**src/rtl/vga_timing_ctrl.sv**
```systemverilog
// 640x480@60 VGA raster timing: h/v counters, sync decode, pixel request and
// visible-window gating of the picture generator's registered pixel data.
module vga_timing_ctrl #(
  parameter int H_SYNC   = 96,
  parameter int H_BACK   = 40,
  parameter int H_LEFT   = 8,
  parameter int H_VALID  = 640,
  parameter int H_RIGHT  = 8,
  parameter int H_FRONT  = 8,
  parameter int V_SYNC   = 2,
  parameter int V_BACK   = 25,
  parameter int V_TOP    = 8,
  parameter int V_VALID  = 480,
  parameter int V_BOTTOM = 8,
  parameter int V_FRONT  = 2,
  parameter bit SYNC_POL = 1'b0
) (
  input  logic        vga_clk,
  input  logic        sys_rst_n,
  input  logic [11:0] pix_data,
  output logic [9:0]  pix_x,
  output logic [9:0]  pix_y,
  output logic        hsync,
  output logic        vsync,
  output logic [11:0] rgb,
  output logic        frame_start,
  output logic [7:0]  frame_cnt
);

  localparam int H_TOTAL = H_SYNC + H_BACK + H_LEFT + H_VALID + H_RIGHT + H_FRONT;
  localparam int V_TOTAL = V_SYNC + V_BACK + V_TOP + V_VALID + V_BOTTOM + V_FRONT;
  localparam int HS      = H_SYNC + H_BACK + H_LEFT;
  localparam int VS      = V_SYNC + V_BACK + V_TOP;
  localparam int HW      = (H_TOTAL > 2) ? $clog2(H_TOTAL) : 1;
  localparam int VW      = (V_TOTAL > 2) ? $clog2(V_TOTAL) : 1;

  logic [HW-1:0] h_cnt;
  logic [VW-1:0] v_cnt;
  logic          h_last;
  logic          v_last;
  logic          frame_wrap;
  logic          row_vis;
  logic          req_p0;
  logic          vld_p1;

  function automatic logic in_span(input int c, input int lo, input int len);
    return (c >= lo) && (c < lo + len);
  endfunction

  assign h_last     = (int'(h_cnt) == H_TOTAL - 1);
  assign v_last     = (int'(v_cnt) == V_TOTAL - 1);
  assign frame_wrap = h_last && v_last;

  always_ff @(posedge vga_clk or negedge sys_rst_n) begin
    if (!sys_rst_n) begin
      h_cnt <= '0;
      v_cnt <= '0;
    end else begin
      h_cnt <= h_last ? '0 : h_cnt + 1'b1;
      if (h_last) begin
        v_cnt <= v_last ? '0 : v_cnt + 1'b1;
      end
    end
  end

  always_ff @(posedge vga_clk or negedge sys_rst_n) begin
    if (!sys_rst_n) begin
      frame_start <= 1'b0;
      frame_cnt   <= 8'd0;
    end else begin
      frame_start <= frame_wrap;
      if (frame_wrap) begin
        frame_cnt <= frame_cnt + 8'd1;
      end
    end
  end

  assign hsync = (int'(h_cnt) < H_SYNC) ? SYNC_POL : ~SYNC_POL;
  assign vsync = (int'(v_cnt) < V_SYNC) ? SYNC_POL : ~SYNC_POL;

  // Stage p0: request window runs one pixel ahead of the visible window
  assign row_vis = in_span(int'(v_cnt), VS, V_VALID);
  assign req_p0  = row_vis && in_span(int'(h_cnt), HS - 1, H_VALID);
  assign pix_x   = req_p0 ? 10'(int'(h_cnt) - (HS - 1)) : 10'h3FF;
  assign pix_y   = req_p0 ? 10'(int'(v_cnt) - VS) : 10'h3FF;

  // Stage p1: generator has registered the p0 request; gate it onto the pins
  assign vld_p1 = row_vis && in_span(int'(h_cnt), HS, H_VALID);
  assign rgb    = vld_p1 ? pix_data : 12'h000;

endmodule

```
**config.mk**
```make
export PLATFORM = sky130hd
export DESIGN_NAME = vga_timing_ctrl
export DESIGN_NICKNAME = d
export VERILOG_FILES = /design/src/rtl/vga_timing_ctrl.sv
export SDC_FILE = /design/constraint.sdc
export NUM_CORES = 1
export LEC_CHECK = 0
export ABC_AREA = 1
export CORE_MARGIN = 10
export CORE_UTILIZATION = 55
export CTS_BUF_LIST = sky130_fd_sc_hd__clkbuf_8 sky130_fd_sc_hd__clkbuf_16
export CTS_CLUSTER_SIZE = 20
export DETAILED_ROUTE_END_ITERATION = 10
export DONT_BUFFER_PORTS = 1
export PLACE_DENSITY = 0.7
export REMOVE_ABC_BUFFERS = 1
export SETUP_SLACK_MARGIN = 0.4
export SLEW_MARGIN = 20
export SYNTH_ARGS = -nofsm -noshare
export SYNTH_HDL_FRONTEND = slang
export SYNTH_SLANG_ARGS = --single-unit
```
**constraint.sdc**
```tcl
create_clock -name vga_clk -period 4.7 [get_ports vga_clk]
set_input_delay 0.47 -clock vga_clk [delete_from_list [all_inputs] [get_ports vga_clk]]
set_output_delay 0.47 -clock vga_clk [all_outputs]
set_load 0.05 [all_outputs]
```
==> Word-level counts from Yosys, hierarchy flattened <==
Cells that the tools add are included.
{ "word_totals": {"latchBits": 0, "regBits": 29, "elab_cells": 32, "ram_bits": 0, "n_memories": 0, "out_inout_bits": 43, "romBits": 0} }
{ "classes": {"addsub": 5, "shifts": 0, "bitwise_logic": 0, "n_reduce_logical": 6, "div": 0, "mux": 7, "eq_ne": 2, "mul": 0, "magnitude_cmp": 8} }
{ "op_table": {"columns": ["operator", "count"], "rows": [
  ["10-bit 2-to-1 mux", 4],
  ["10-bit < comparator (second input constant)", 3],
  ["10-bit by 1-bit adder with 10-bit output (second input constant)", 2],
  ["10-bit by 8-bit greater-or-equal comparator with 1-bit output (second input constant)", 2],
  ["12-bit 2-to-1 mux", 1],
  ["10-bit == test (second input constant)", 1],
  ["10-bit by 9-bit == test with 1-bit output (second input constant)", 1],
  ["10-bit by 6-bit greater-or-equal comparator with 1-bit output (second input constant)", 1],
  ["10-bit by 2-bit < comparator with 1-bit output (second input constant)", 1],
  ["10-bit by 7-bit < comparator with 1-bit output (second input constant)", 1],
  ["10-bit by 6-bit subtractor with 10-bit output (second input constant)", 1],
  ["10-bit by 8-bit subtractor with 10-bit output (second input constant)", 1],
  ["8-bit by 1-bit adder with 8-bit output (second input constant)", 1],
  ["1-bit logical AND", 6],
  ["1-bit 2-to-1 mux", 2]
]} }

==> Logic depth before layout (Yosys ltp) <==
Gate-level depths: netlist of run 1.
{ "depth": {"depth_word": 4, "mapped_depth": 9} }

==> Worst setup path after synthesis of run 1 <==
No wires, ideal clock.
{ "synth_path": {"path_type": "register to output", "from": "register v_cnt[0]", "to": "output port rgb[10]", "stages_incl_launch_ff": 8, "t_required_ns": 4.230, "setup_slack_ns": 2.325, "arrival_ns": 1.905, "n_path_buf": 1, "cell_sequence": "dfrtp_1 ha_1 inv_1 nand2_1 o21ai_2 nand3_2 buf_4 nor2_1"} }
{ "synth_between": {"elab_chain_len": 4} }
{ "synth_lines": {"columns": ["element", "line_no", "rtl"], "rows": [
  ["start: declaration", "38", "logic [VW-1:0] v_cnt;"],
  ["start signal: assignment", "61", "v_cnt <= v_last ? '0 : v_cnt + 1'b1;"],
  ["10-bit by 6-bit greater-or-equal comparator with 1-bit output or 10-bit < comparator (tied branches)", "47", "return (c >= lo) && (c < lo + len);"],
  ["1-bit logical AND (*)", "47", null],
  ["1-bit logical AND (*)", "88", "assign vld_p1 = row_vis && in_span(int'(h_cnt), HS, H_VALID);"],
  ["12-bit 2-to-1 mux (*)", "89", "assign rgb = vld_p1 ? pix_data : 12'h000;"],
  ["end: declaration", "25", "output logic [11:0] rgb,"]
]} }
Every way passes the cells marked *; elsewhere a longest branch is shown, timed or not.

==> Worst setup path after layout of run 1 <==
{ "layout_path": {"from": "register h_cnt[0]", "to": "output port pix_x[2]"} }
{ "layout_between": {"elab_chain_len": 4} }
{ "layout_lines": {"columns": ["element", "line_no", "rtl"], "rows": [
  ["start: declaration", "37", "logic [HW-1:0] h_cnt;"],
  ["start signal: assignment", "59", "h_cnt <= h_last ? '0 : h_cnt + 1'b1;"],
  ["10-bit by 8-bit greater-or-equal comparator with 1-bit output or 10-bit < comparator (tied branches)", "47", null],
  ["1-bit logical AND", "47", null],
  ["1-bit logical AND", "83", "assign req_p0 = row_vis && in_span(int'(h_cnt), HS - 1, H_VALID);"],
  ["10-bit 2-to-1 mux (*)", "84", "assign pix_x = req_p0 ? 10'(int'(h_cnt) - (HS - 1)) : 10'h3FF;"],
  ["end: declaration", "21", "output logic [9:0] pix_x,"]
]} }
Marked as above.

==> run summary, run 1 <==
status -> finished, violations left
failing checks -> negative hold slack
# resized after CTS -> 0
WS Path Type -> flop to output port
Final Slew Violations -> 0
die area -> 6946 um^2
highest cell delay on the worst timing path -> 0.69 ns
first-pass GRT wire length -> 8.804 mm
worst-case clock skew -> 0.007964 ns
Die X -> 83.35 um
Synth top area share -> 32.88%
syn_area_per_cell -> 6.709 um^2
Synth cell types -> 29
actual slew at the worst max-slew pin -> 0.8995 ns
final setup fails -> 0
worst hold path class -> input pin to async pin
Final Critical Period -> 3.227 ns
multi-input combinational cell area -> 1210 um^2
Sum Neg Setup Slack -> 0 ns
hold buffer count at CTS -> 1
Final Hold Vio Count -> 3
H-tree levels -> 2
row count -> 22
synth top area cells -> dfrtp_1, nand2_1, inv_1
Peak VDD IR -> 164.0 uV
crit-path most repeated cell -> nand2_1
first-pass iteration count of the detailed router -> 4
Final nets -> 347
flip-flop and latch area -> 725.7 um^2
Num CTS Buffers -> 5
Reg2Reg Setup Slack -> 2.88 ns
IO Count -> 57
Longest Clk Path Bufs -> 2
setup ws final -> 1.473 ns
DR iter-0 viols -> 161
CP cell instances -> ha_1 -> nand2_1 -> nor2_4 -> nand3_1 -> nand3_1 -> nand2_1 -> nor2_2 -> nand2_1
CP startpoint kind -> flop
xor and xnor area share after synthesis -> 6.349%
Max Cap Viol -> 0
# clock sinks -> 29
Root Driver -> clkbuf_8
Final ANT Viol Nets -> 0
GRT Total Usage -> 14.91%
post-synthesis simple-gate area fraction -> 41.16%
Mapped Cells -> 329
Layout area overhead -> 5.839%
Worst-path clk slew -> 0.07 ns
Reg-to-Reg End -> v_cnt[8]$_DFFE_PN0P_
pre-CTS setup slack -> 1.773 ns
reg-to-reg critical path startpoint -> h_cnt[0]$_DFF_PN0_
Yosys reg bits -> 29
period utilization -> 68.65%
# DRC -> 0
Die Ht -> 83.35 um
Mapped Area -> 2207 um^2
Max Freq -> 309.9 MHz
I/O Buffers -> 0
clock latency on the worst-skew pair -> 0.28 ns
DRT Wirelength -> 5.062 mm
register area share after synthesis -> 32.88%
pin count of the biggest net entering global routing -> 30
leakage -> 1.289 nW
vias in the first global route -> 1864
largest family of logic cells by synthesized area -> simple AND/OR/NAND/NOR gates
minimum hold slack -> -0.007736 ns
Via density -> 5.167
mux contribution to synthesized area -> 0%
core area -> 3771 um^2
routed len/inst -> 13.43 um
CTS tree -> built
postcts setup bufs -> 0
unrepaired setup endpoints after global routing -> false
Worst setup EP type -> output port
ANT cells -> 0
final-layout fill cell count -> 350
Synth Area in Compound Gates -> 4.478%
gpl congestion -> 0.9249
Slowest cell on crit path -> nor2_2
Worst Path Max Fanout -> 20
initial antenna violation count -> 0
largest area contributor in the netlist -> dfrtp_1
layout cell share with drive strength beyond 1 -> 8.511%
headroom to the max-slew limit -> 39.81%
Starting Density -> 58.53%
total congestion overflow -> 0
Crit path arrival time -> 2.76 ns
reg2reg path depth -> 8
pwr/cell area -> 225.7 nW/um^2
via count -> 1948
DP HPWL -> 3.844 mm
Adder-Cell Fraction of Synth Area -> 2.834%
CP required -> 4.23 ns
Synth warnings -> 0
critical path: cells and delay by family (launching register included):
kind | cells | cell delay (ns)
simple gates | 7 | 1.78
flops | 1 | 0.46
fa+ha+maj | 1 | 0.24
sequential cells by signal, indices dropped and copies added (netlist names):
register and count:
frame_cnt 8, frame_start 1, v_cnt 10, h_cnt 10
layer usage:
| layer | track usage, % | wire length [um] | up-vias |
|---|---|---|---|
| met1 | 18.10 | 2330 | 877 |
| met2 | 23.39 | 2227 | 58 |
| li1 | - | - | 1007 |
| met4 | 4.615 | 61 | 0 |
| met3 | 6.055 | 442 | 6 |
| met5 | 0 | 0 | - |
worst max-delay path by stage:
stage / startpoint / to / cells past startpoint
floorplan: h_cnt[0]$_DFF_PN0_ / pix_x[0] / 8
global placement: h_cnt[0]$_DFF_PN0_ / pix_y[6] / 8
detailed placement: h_cnt[0]$_DFF_PN0_ / pix_x[2] / 8
CTS: h_cnt[0]$_DFF_PN0_ / pix_x[2] / 8
global route: h_cnt[0]$_DFF_PN0_ / pix_x[6] / 8
finish: h_cnt[0]$_DFF_PN0_ / pix_x[2] / 8
stage by stage:
step                total power (W)  util [%]  std cells  instance area (um^2)
floorplan                 0.0002562         -        320                  2140
global placement          0.0002563     58.33        368                  2200
detailed placement        0.0002564     58.33        368                  2200
CTS                       0.0005298     61.94        377                  2336
global route              0.0005430     61.94        377                  2336
finish                    0.0005272     61.94        377                  2336
kinds of logic after synthesis:
group | Yosys count
and+or+nand+nor | 198
DFF | 29
adders and majority gates | 5
AOI/OAI and AO/OA | 18
buffers and inverters | 63
xor gates and xnor gates | 16
area by class of cell:
type	count	share of cell area, %
Clock buffer	6	3.535
Multi-Input combinational cell	237	51.79
Timing Repair Buffer	1	0.8570
Clock inverter	2	1.446
Inverter	54	8.731
Sequential cell	29	31.07
Tap cell	48	2.571
Yosys cell counts (all sizes together):
master  instances
nand4           8
or2             1
o21ai          13
xnor2           2
nand3          34
o211ai          2
buf             9
inv            53
ha              5
a21oi           3
dfrtp          29
nor4            1
clkinv          1
nor3            3
nand2         104
nor2           47
xor2           14
placed cells by master, fill, tap and decap left out:
| master | Yosys | routed |
|---|---|---|
| a21oi_1 | 3 | 3 |
| buf_12 | 0 | 1 |
| bufinv_16 | 0 | 1 |
| clkbuf_8 | 0 | 6 |
| clkinv_2 | 1 | 1 |
| dfrtp_1 | 29 | 29 |
| ha_1 | 5 | 5 |
| inv_1 | 50 | 51 |
| inv_2 | 3 | 3 |
| nand2_1 | 100 | 100 |
| nand2_2 | 4 | 4 |
| nand3_1 | 31 | 31 |
| nand3_2 | 2 | 2 |
| nand3_4 | 1 | 1 |
| nand4_1 | 7 | 7 |
| nand4_4 | 1 | 1 |
| nor2_1 | 40 | 40 |
| nor2_2 | 3 | 3 |
| nor2_4 | 3 | 3 |
| nor2_8 | 1 | 1 |
| nor3_1 | 3 | 3 |
| nor4_1 | 1 | 1 |
| o211ai_1 | 2 | 2 |
| o21ai_0 | 11 | 11 |
| o21ai_1 | 1 | 1 |
| o21ai_2 | 1 | 1 |
| or2_0 | 1 | 1 |
| xnor2_1 | 2 | 2 |
| xor2_1 | 14 | 14 |
where the power goes:
group          switching, W  internal [W]
Combinational    0.00000586    0.00000263
Sequential                0      0.000250
Clock             0.0000987      0.000170
Total              0.000105      0.000423
Note: power is estimated with default switching activity, not from simulation.
==> run 2, diff against run 1 <==
==> constraint.sdc (replaced) <==
create_clock -name vga_clk -period 3.3 [get_ports vga_clk]
set_input_delay 0.33 -clock vga_clk [delete_from_list [all_inputs] [get_ports vga_clk]]
set_output_delay 0.33 -clock vga_clk [all_outputs]
set_load 0.05 [all_outputs]
==> run summary, run 2 (synthesis gave the netlist of run 1 again) <==
CTS tree -> built
flip-flop and latch area -> 725.7 um^2 (unchanged)
Worst-path clk slew -> 0.07 ns (about the same)
highest cell delay on the worst timing path -> 0.44 ns (-0.25 ns)
clock network power share -> 45.8% (-5.3 points)
Sw Pwr -> 0.0001524 W (+46%)
Sum Neg Setup Slack -> 0 ns (unchanged)
Final Cell Area -> 2571 um^2 (+10%)
Combinational Power Share -> 2.0% (+0.4 points)
I/O Buffers -> 0 (unchanged)
crit path from -> h_cnt[0]$_DFF_PN0_
pwr/cell area -> 264.8 nW/um^2 (+17%)
DRT Wirelength -> 5.040 mm (-0.43%)
first-pass iteration count of the detailed router -> 4 (unchanged)
Final nets -> 380 (+9.5%)
period utilization -> 78.52%
gpl congestion -> 0.9082 (-1.8%)
initial antenna violation count -> 0 (unchanged)
layout cell share with drive strength beyond 1 -> 16.85% (+8.3 points)
reg-to-reg critical path startpoint -> h_cnt[0]$_DFF_PN0_
worst hold path class -> input pin to async pin
Starting Density -> 58.53% (unchanged)
busiest grt layer -> met2
headroom to the max-slew limit -> 57.99% (+18 points)
Final Critical Period -> 2.591 ns
top flop regs -> h_cnt x10, v_cnt x10, frame_cnt x8
die area -> 6946 um^2 (unchanged)
core area -> 3771 um^2 (unchanged)
Peak VDD IR -> 228.2 uV (+39%)
Final ANT Viol Nets -> 0 (unchanged)
Final Hold Vio Count -> 0 (-3)
Num CTS Buffers -> 5 (unchanged)
WS Path Type -> flop to output port
GR Layer Usage met3 -> 4.688% (-1.4 points)
Final Slew Violations -> 0 (unchanged)
multi-input combinational cell area -> 1215 um^2 (+0.41%)
Root Driver -> clkbuf_8
CP required -> 2.97 ns (-1.26 ns)
Int Power -> 0.0005286 W (+25%)
Worst Path Max Fanout -> 11 (-45%)
IO Count -> 57 (unchanged)
Longest Clk Path Bufs -> 2 (unchanged)
routed len/inst -> 12.29 um (-8.4%)
Layout area overhead -> 16.50%
Worst setup EP type -> output port
leakage -> 1.431 nW (+11%)
pin count of the biggest net entering global routing -> 30 (unchanged)
final setup fails -> 0 (unchanged)
first-pass GRT wire length -> 8.797 mm (about the same)
via count -> 2037 (+4.6%)
pre-CTS setup slack -> 0.8932 ns (-0.8793 ns)
Top delay family on crit path -> simple AND/OR/NAND/NOR gates
unrepaired setup endpoints after global routing -> false
CP startpoint kind -> flop
Die Ht -> 83.35 um (unchanged)
most frequent cells in the layout -> nand2_1, inv_1, nor2_1
setup ws final -> 0.7088 ns (-0.7645 ns)
actual slew at the worst max-slew pin -> 0.6283 ns (-0.2713 ns)
status -> complete, no violations
row count -> 22 (unchanged)
vias in the first global route -> 1924 (+3.2%)
crit path buf inv count -> 2 (+2)
met1 Usage GRT -> 18.14% (+0.037 points)
dpl cell area -> 2440 um^2 (+11%)
met2 GRT Util -> 23.04% (-0.35 points)
GRT Total Usage -> 14.48% (-0.43 points)
# DRC -> 0 (unchanged)
DP HPWL -> 3.993 mm (+3.9%)
worst-case clock skew -> 0.008142 ns (+0.0001788 ns)
Via density -> 4.968 (-3.8%)
sequential power share -> 52.2% (+4.9 points)
Max Freq -> 385.9 MHz
# clock sinks -> 29 (unchanged)
Max Cap Viol -> 0 (unchanged)
commonest non-fill, non-tap cell in the layout -> nand2_1
total congestion overflow -> 0 (unchanged)
Die X -> 83.35 um (unchanged)
net switching share of the total power -> 22.37% (+2.5 points)
H-tree levels -> 2 (unchanged)
postcts setup bufs -> 0 (unchanged)
clock latency on the worst-skew pair -> 0.28 ns (about the same)
ANT cells -> 0 (unchanged)
CP cell instances -> ha_1 -> nand2_1 -> nor2_4 -> nand3_1 -> nand3_1 -> nand2_1 -> nor2_4 -> buf_4 -> nand2_1 -> buf_4
crit-path most repeated cell -> nand2_1
final-layout fill cell count -> 346 (-1.1%)
DR iter-0 viols -> 94 (-42%)
Crit path arrival time -> 2.26 ns (-0.50 ns)
Slowest cell on crit path -> dfrtp_1
[run 2: stage by stage]
stage               power [W]  util, %  hold WS [ns]  cells
finish              0.0006809    68.18        0.4821    410
global route        0.0007067    68.18        0.4907    410
CTS                 0.0006911    68.05        0.4771    410
detailed placement  0.0003651    64.70       0.03545    400
global placement    0.0003652    64.70       0.03539    400
floorplan           0.0003649        -       0.03441    320
[run 2: repair_timing]
item	CTS	global route
hold buffers	2	0
setup endpoints to repair	0	9
gates resized for setup	0	1
endpoints found under the hold margin	29	0
[run 2: path summary, 6_finish.rpt]
check | to | slack [ns] | depth (start not counted)
max in group asynchronous | v_cnt[4]$_DFFE_PN0P_ | 2.65 | 2
hold reg to reg | h_cnt[0]$_DFF_PN0_ | 0.55 | 1
min in group vga_clk | h_cnt[0]$_DFF_PN0_ | 0.55 | 1
setup reg to reg | v_cnt[8]$_DFFE_PN0P_ | 1.50 | 8
setup / recovery | pix_y[9] | 0.71 | 10
hold / removal | h_cnt[8]$_DFF_PN0_ | 0.48 | 2
[run 2: power by group through the flow]
stage	clock network, W	logic (W)	registers, W
6_report	0.000312	0.0000134	0.000355
5_1_grt	0.000335	0.0000162	0.000355
4_1_cts	0.000321	0.0000145	0.000355
3_5_place_dp	0	0.00000298	0.000362
3_3_place_gp	0	0.00000301	0.000362
2_1_floorplan	0	0.00000268	0.000362
[run 2: metal layers]
metal | vias up | wire [um] | share of wire (%)
li1 | 1077 | - | -
met1 | 903 | 2370 | 47
met2 | 52 | 2235 | 44
met3 | 5 | 388 | 7.7
met4 | 0 | 46 | 0.91
met5 | - | 0 | 0
[run 2: layout make-up]
type                    instances  share of cell area, %
multi-input cells             237                  47.25
flip-flops and latches         29                  28.22
repair buffers                 34                  10.51
inverters                      54                  7.932
clock buffers                   6                  3.212
well taps                      48                  2.336
clock inverters                 2                 0.5353
==> run 3, diff against run 2 <==
--- a/config.mk
+++ b/config.mk
@@ -5,14 +5,14 @@
 export SDC_FILE = /design/constraint.sdc
 export NUM_CORES = 1
 export LEC_CHECK = 0
-export ABC_AREA = 1
+export ABC_AREA = 0
 export CORE_MARGIN = 10
 export CORE_UTILIZATION = 55
 export CTS_BUF_LIST = sky130_fd_sc_hd__clkbuf_8 sky130_fd_sc_hd__clkbuf_16
 export CTS_CLUSTER_SIZE = 20
 export DETAILED_ROUTE_END_ITERATION = 10
 export DONT_BUFFER_PORTS = 1
-export PLACE_DENSITY = 0.7
+export PLACE_DENSITY = 0.73
 export REMOVE_ABC_BUFFERS = 1
 export SETUP_SLACK_MARGIN = 0.4
 export SLEW_MARGIN = 20
==> constraint.sdc (replaced) <==
create_clock -name vga_clk -period 2.3 [get_ports vga_clk]
set_input_delay 0.23 -clock vga_clk [delete_from_list [all_inputs] [get_ports vga_clk]]
set_output_delay 0.23 -clock vga_clk [all_outputs]
set_load 0.05 [all_outputs]
==> run summary, run 3 <==
Last stage -> clock tree synthesis (4_1_cts)
dpl cell area -> 2550 um^2 (+4.5%)
Num CTS Buffers -> 5 (unchanged)
pre-CTS setup slack -> -0.1674 ns (-1.061 ns)
most common cell in the netlist -> dfrtp_1
Post-synth top flop -> dfrtp_1
Mapped Cells -> 225 (-32%)
Yosys reg bits -> 29 (unchanged)
Post-synth ARST share -> 100.0% (unchanged)
hold buffer count at CTS -> 2 (unchanged)
postcts setup bufs -> 16 (+16)
number of synthesized flops with an enable pin -> 0 (unchanged)
register area share after synthesis -> 36.23% (+3.3 points)
Synth warnings -> 0 (unchanged)
Longest Clk Path Bufs -> 2 (unchanged)
DP HPWL -> 4.332 mm (+8.5%)
Mapped Area -> 2003 um^2 (-9.2%)
largest area contributor in the netlist -> dfrtp_1
I/O Buffers -> 0 (unchanged)
Die Ht -> 80.35 um (-3.6%)
# clock sinks -> 29 (unchanged)
Starting Density -> 58.64% (+0.12 points)
syn_area_per_cell -> 8.903 um^2 (+33%)
Synth top area share -> 36.23% (+3.3 points)
IO Count -> 57 (unchanged)
synth top area cells -> dfrtp_1, nand3_1, xnor2_1
status -> did not finish
H-tree levels -> 2 (unchanged)
gpl congestion -> 0.8999 (-0.91%)
Root Driver -> clkbuf_8
# resized after CTS -> 112 (+112)
first error -> [ERROR DPL-0033] detailed placement checks failed during check placement.
Die X -> 80.35 um (-3.6%)
Synth cell types -> 49 (+69%)
row count -> 21 (-4.5%)
top cells by count, synth -> dfrtp_1, nand3_1, and2_1
[run 3: cell count changes after synthesis, sizes merged, moves of 8 or more]
cell / delta
clkbuf: +12
inv: -44
and2: +15
nor3: +8
nor2: -37
nand2: -98
xnor2: +11
[run 3: metrics by stage]
step	util [%]	instances	hold slack, ns
3_5_place_dp	74.65	309	-0.06467
3_3_place_gp	74.65	309	-0.06424
2_1_floorplan	-	204	-0.06559
[run 3: kinds of logic after synthesis]
| family | count (synthesis) | share of synthesized area [%] |
|---|---|---|
| xor gates and xnor gates | 25 | 11.31 |
| adders and majority gates | 5 | 3.123 |
| muxes | 2 | 1.062 |
| buffers and inverters | 30 | 7.183 |
| AOI/OAI and AO/OA | 30 | 9.869 |
| and+or+nand+nor | 104 | 31.23 |
| DFF | 29 | 36.23 |
==> run 4, diff against run 3 <==
==> config.mk (replaced) <==
export PLATFORM = sky130hd
export DESIGN_NAME = vga_timing_ctrl
export DESIGN_NICKNAME = d
export VERILOG_FILES = /design/src/rtl/vga_timing_ctrl.sv
export SDC_FILE = /design/constraint.sdc
export NUM_CORES = 1
export LEC_CHECK = 0
export ABC_AREA = 0
export CORE_MARGIN = 10
export CORE_UTILIZATION = 40
export DETAILED_ROUTE_END_ITERATION = 10
export DONT_BUFFER_PORTS = 1
export PLACE_DENSITY_LB_ADDON = 0.15
export REMOVE_ABC_BUFFERS = 1
export SLEW_MARGIN = 20
export SYNTH_ARGS = -nofsm -noshare
export SYNTH_HDL_FRONTEND = slang
export SYNTH_SLANG_ARGS = --single-unit
==> constraint.sdc (replaced) <==
create_clock -name vga_clk -period 3 [get_ports vga_clk]
set_input_delay 0.3 -clock vga_clk [delete_from_list [all_inputs] [get_ports vga_clk]]
set_output_delay 0.3 -clock vga_clk [all_outputs]
set_load 0.05 [all_outputs]
==> run summary, run 4 <==
Longest Clk Path Bufs -> 2 (unchanged)
actual slew at the worst max-slew pin -> 0.6742 ns
largest area contributor in the netlist -> dfrtp_1
# DRC -> 0
Sum Neg Setup Slack -> 0 ns
headroom to the max-slew limit -> 54.81%
crit path buf inv count -> 1
Mapped Cells -> 225 (unchanged)
I/O Buffers -> 0 (unchanged)
Worst-path clk slew -> 0.06 ns
most frequent cells in the layout -> buf_4, dfrtp_1, nand3_1
Worst setup EP type -> output port
CP startpoint kind -> flop
register area share after synthesis -> 36.23% (unchanged)
most common cell in the netlist -> dfrtp_1
Crit path arrival time -> 2.48 ns
Layout area overhead -> 19.49%
commonest non-fill, non-tap cell in the layout -> buf_4
Max Cap Viol -> 0
fin cells -> 319
total congestion overflow -> 0
Synth cell types -> 49 (unchanged)
number of synthesized flops with an enable pin -> 0 (unchanged)
Mapped Area -> 2003 um^2 (unchanged)
Slowest cell on crit path -> a31oi_4
Peak VDD IR -> 234.8 uV
Root Driver -> clkbuf_8
final core occ -> 50.01%
Synth warnings -> 0 (unchanged)
via count -> 1719
Final Hold Vio Count -> 0
first-pass iteration count of the detailed router -> 4
worst-case clock skew -> 0.002517 ns
routed length on met2 -> 2.678 mm
Max Freq -> 360.1 MHz
leakage -> 1.038 nW
period utilization -> 92.56%
highest cell delay on the worst timing path -> 0.51 ns
final setup fails -> 0
IO Count -> 57 (unchanged)
top flop regs -> h_cnt x10, v_cnt x10, frame_cnt x8
Synth top area share -> 36.23% (unchanged)
Reg2Reg Setup Slack -> 0.86 ns
routed len/inst -> 16.34 um
top layer in use -> met4
core area -> 4786 um^2
Via density -> 5.389
gpl congestion -> 0.8812 (-2.1%)
Met3 Wirelength -> 295 um
top cells by count, synth -> dfrtp_1, nand3_1, and2_1
pwr/cell area -> 298.9 nW/um^2
# clock sinks -> 29 (unchanged)
CP cell instances -> ha_1 -> nor3_1 -> nand3_1 -> a31oi_4 -> nand3_1 -> buf_4
Final Critical Period -> 2.777 ns
Die Ht -> 90.77 um (+13%)
row count -> 25 (+19%)
Post-synth ARST share -> 100.0% (unchanged)
crit-path most repeated cell -> nand3_1
minimum hold slack -> 0.4563 ns
Post-synth top flop -> dfrtp_1
pin count of the biggest net entering global routing -> 30
CP required -> 2.70 ns
WS Path Type -> flop to output port
worst hold path class -> input pin to async pin
ANT cells -> 0
Final ANT Viol Nets -> 0
layout cell share with drive strength beyond 1 -> 24.21%
unrepaired setup endpoints after global routing -> false
GRT Total Usage -> 12.71%
initial antenna violation count -> 0
status -> complete, no violations
DRT Wirelength -> 5.213 mm
vias in the first global route -> 1744
postcts setup bufs -> 0 (-16)
H-tree levels -> 2 (unchanged)
DP HPWL -> 3.892 mm (-10%)
Num CTS Buffers -> 5 (unchanged)
Die X -> 90.77 um (+13%)
die area -> 8238 um^2
syn_area_per_cell -> 8.903 um^2 (unchanged)
first-pass GRT wire length -> 8.749 mm
met1 WL -> 2.161 mm
Starting Density -> 41.86% (-17 points)
Worst Path Max Fanout -> 20
Yosys reg bits -> 29 (unchanged)
Top delay family on crit path -> simple AND/OR/NAND/NOR gates
DR iter-0 viols -> 75
synth top area cells -> dfrtp_1, nand3_1, xnor2_1
Final Slew Violations -> 0
Final Total Pwr -> 0.0007154 W
CTS tree -> built
clock latency on the worst-skew pair -> 0.28 ns
Final nets -> 270
dpl cells -> 309 (unchanged)
## run 4: cell counts after synthesis
No cell type changed its count.
## run 4: metrics by stage
step / setup WS (ns) / instance area, um^2
final: 0.2231 / 2394
after floorplan: 0.08736 / 1893
after global routing: 0.002248 / 2394
after global placement: 0.3625 / 2268
after detailed placement: 0.3104 / 2268
after CTS: 0.05341 / 2390
## run 4: report_power, final
part           leakage, nW  internal (W)  switching [W]
Clock               0.0450      0.000160       0.000152
Combinational        0.603    0.00000366     0.00000807
Sequential           0.391      0.000391              0
## run 4: path summary, 6_finish.rpt
path | start | cells after the start | end
setup / recovery | v_cnt[0]$_DFFE_PN0P_ | 6 | pix_y[3]
hold / removal | sys_rst_n | 2 | h_cnt[4]$_DFF_PN0_
setup reg to reg | h_cnt[0]$_DFF_PN0_ | 5 | frame_cnt[2]$_DFFE_PN0P_
hold reg to reg | h_cnt[0]$_DFF_PN0_ | 1 | h_cnt[0]$_DFF_PN0_
max in group asynchronous | sys_rst_n | 2 | frame_start$_DFF_PN0_
min in group vga_clk | h_cnt[0]$_DFF_PN0_ | 1 | h_cnt[0]$_DFF_PN0_
## run 4: cell families (layout without fill, tap and decap cells)
logic type,Yosys count,count (layout),share of synthesized area [%]
fa+ha+maj,5,5,3.123
mux,2,2,1.062
simple gates,104,104,31.23
flops,29,29,36.23
compound gates,30,30,9.869
xor+xnor,25,25,11.31
buf+inv,30,57,7.183
## run 4: repair_timing
action	CTS	global route
hold buffers	2	0
endpoints found under the setup margin	1	12
resized for setup	1	1
hold endpoints to repair	29	0
## run 4: final cells by class
cell class / count / area, um^2
Sequential cell: 29 / 725.7
Fill cell: 465 / 2392
Timing Repair Buffer: 40 / 315.3
Clock inverter: 2 / 10.01
Multi-Input combinational cell: 166 / 1152
Clock buffer: 6 / 72.57
Inverter: 9 / 33.78
Tap cell: 67 / 83.83
## run 4: routing by layer
metal / up-vias / GRT usage (%)
li1: 836 / -
met4: 0 / 5.172
met2: 43 / 20.85
met1: 832 / 15.27
met3: 8 / 3.408
met5: - / 0
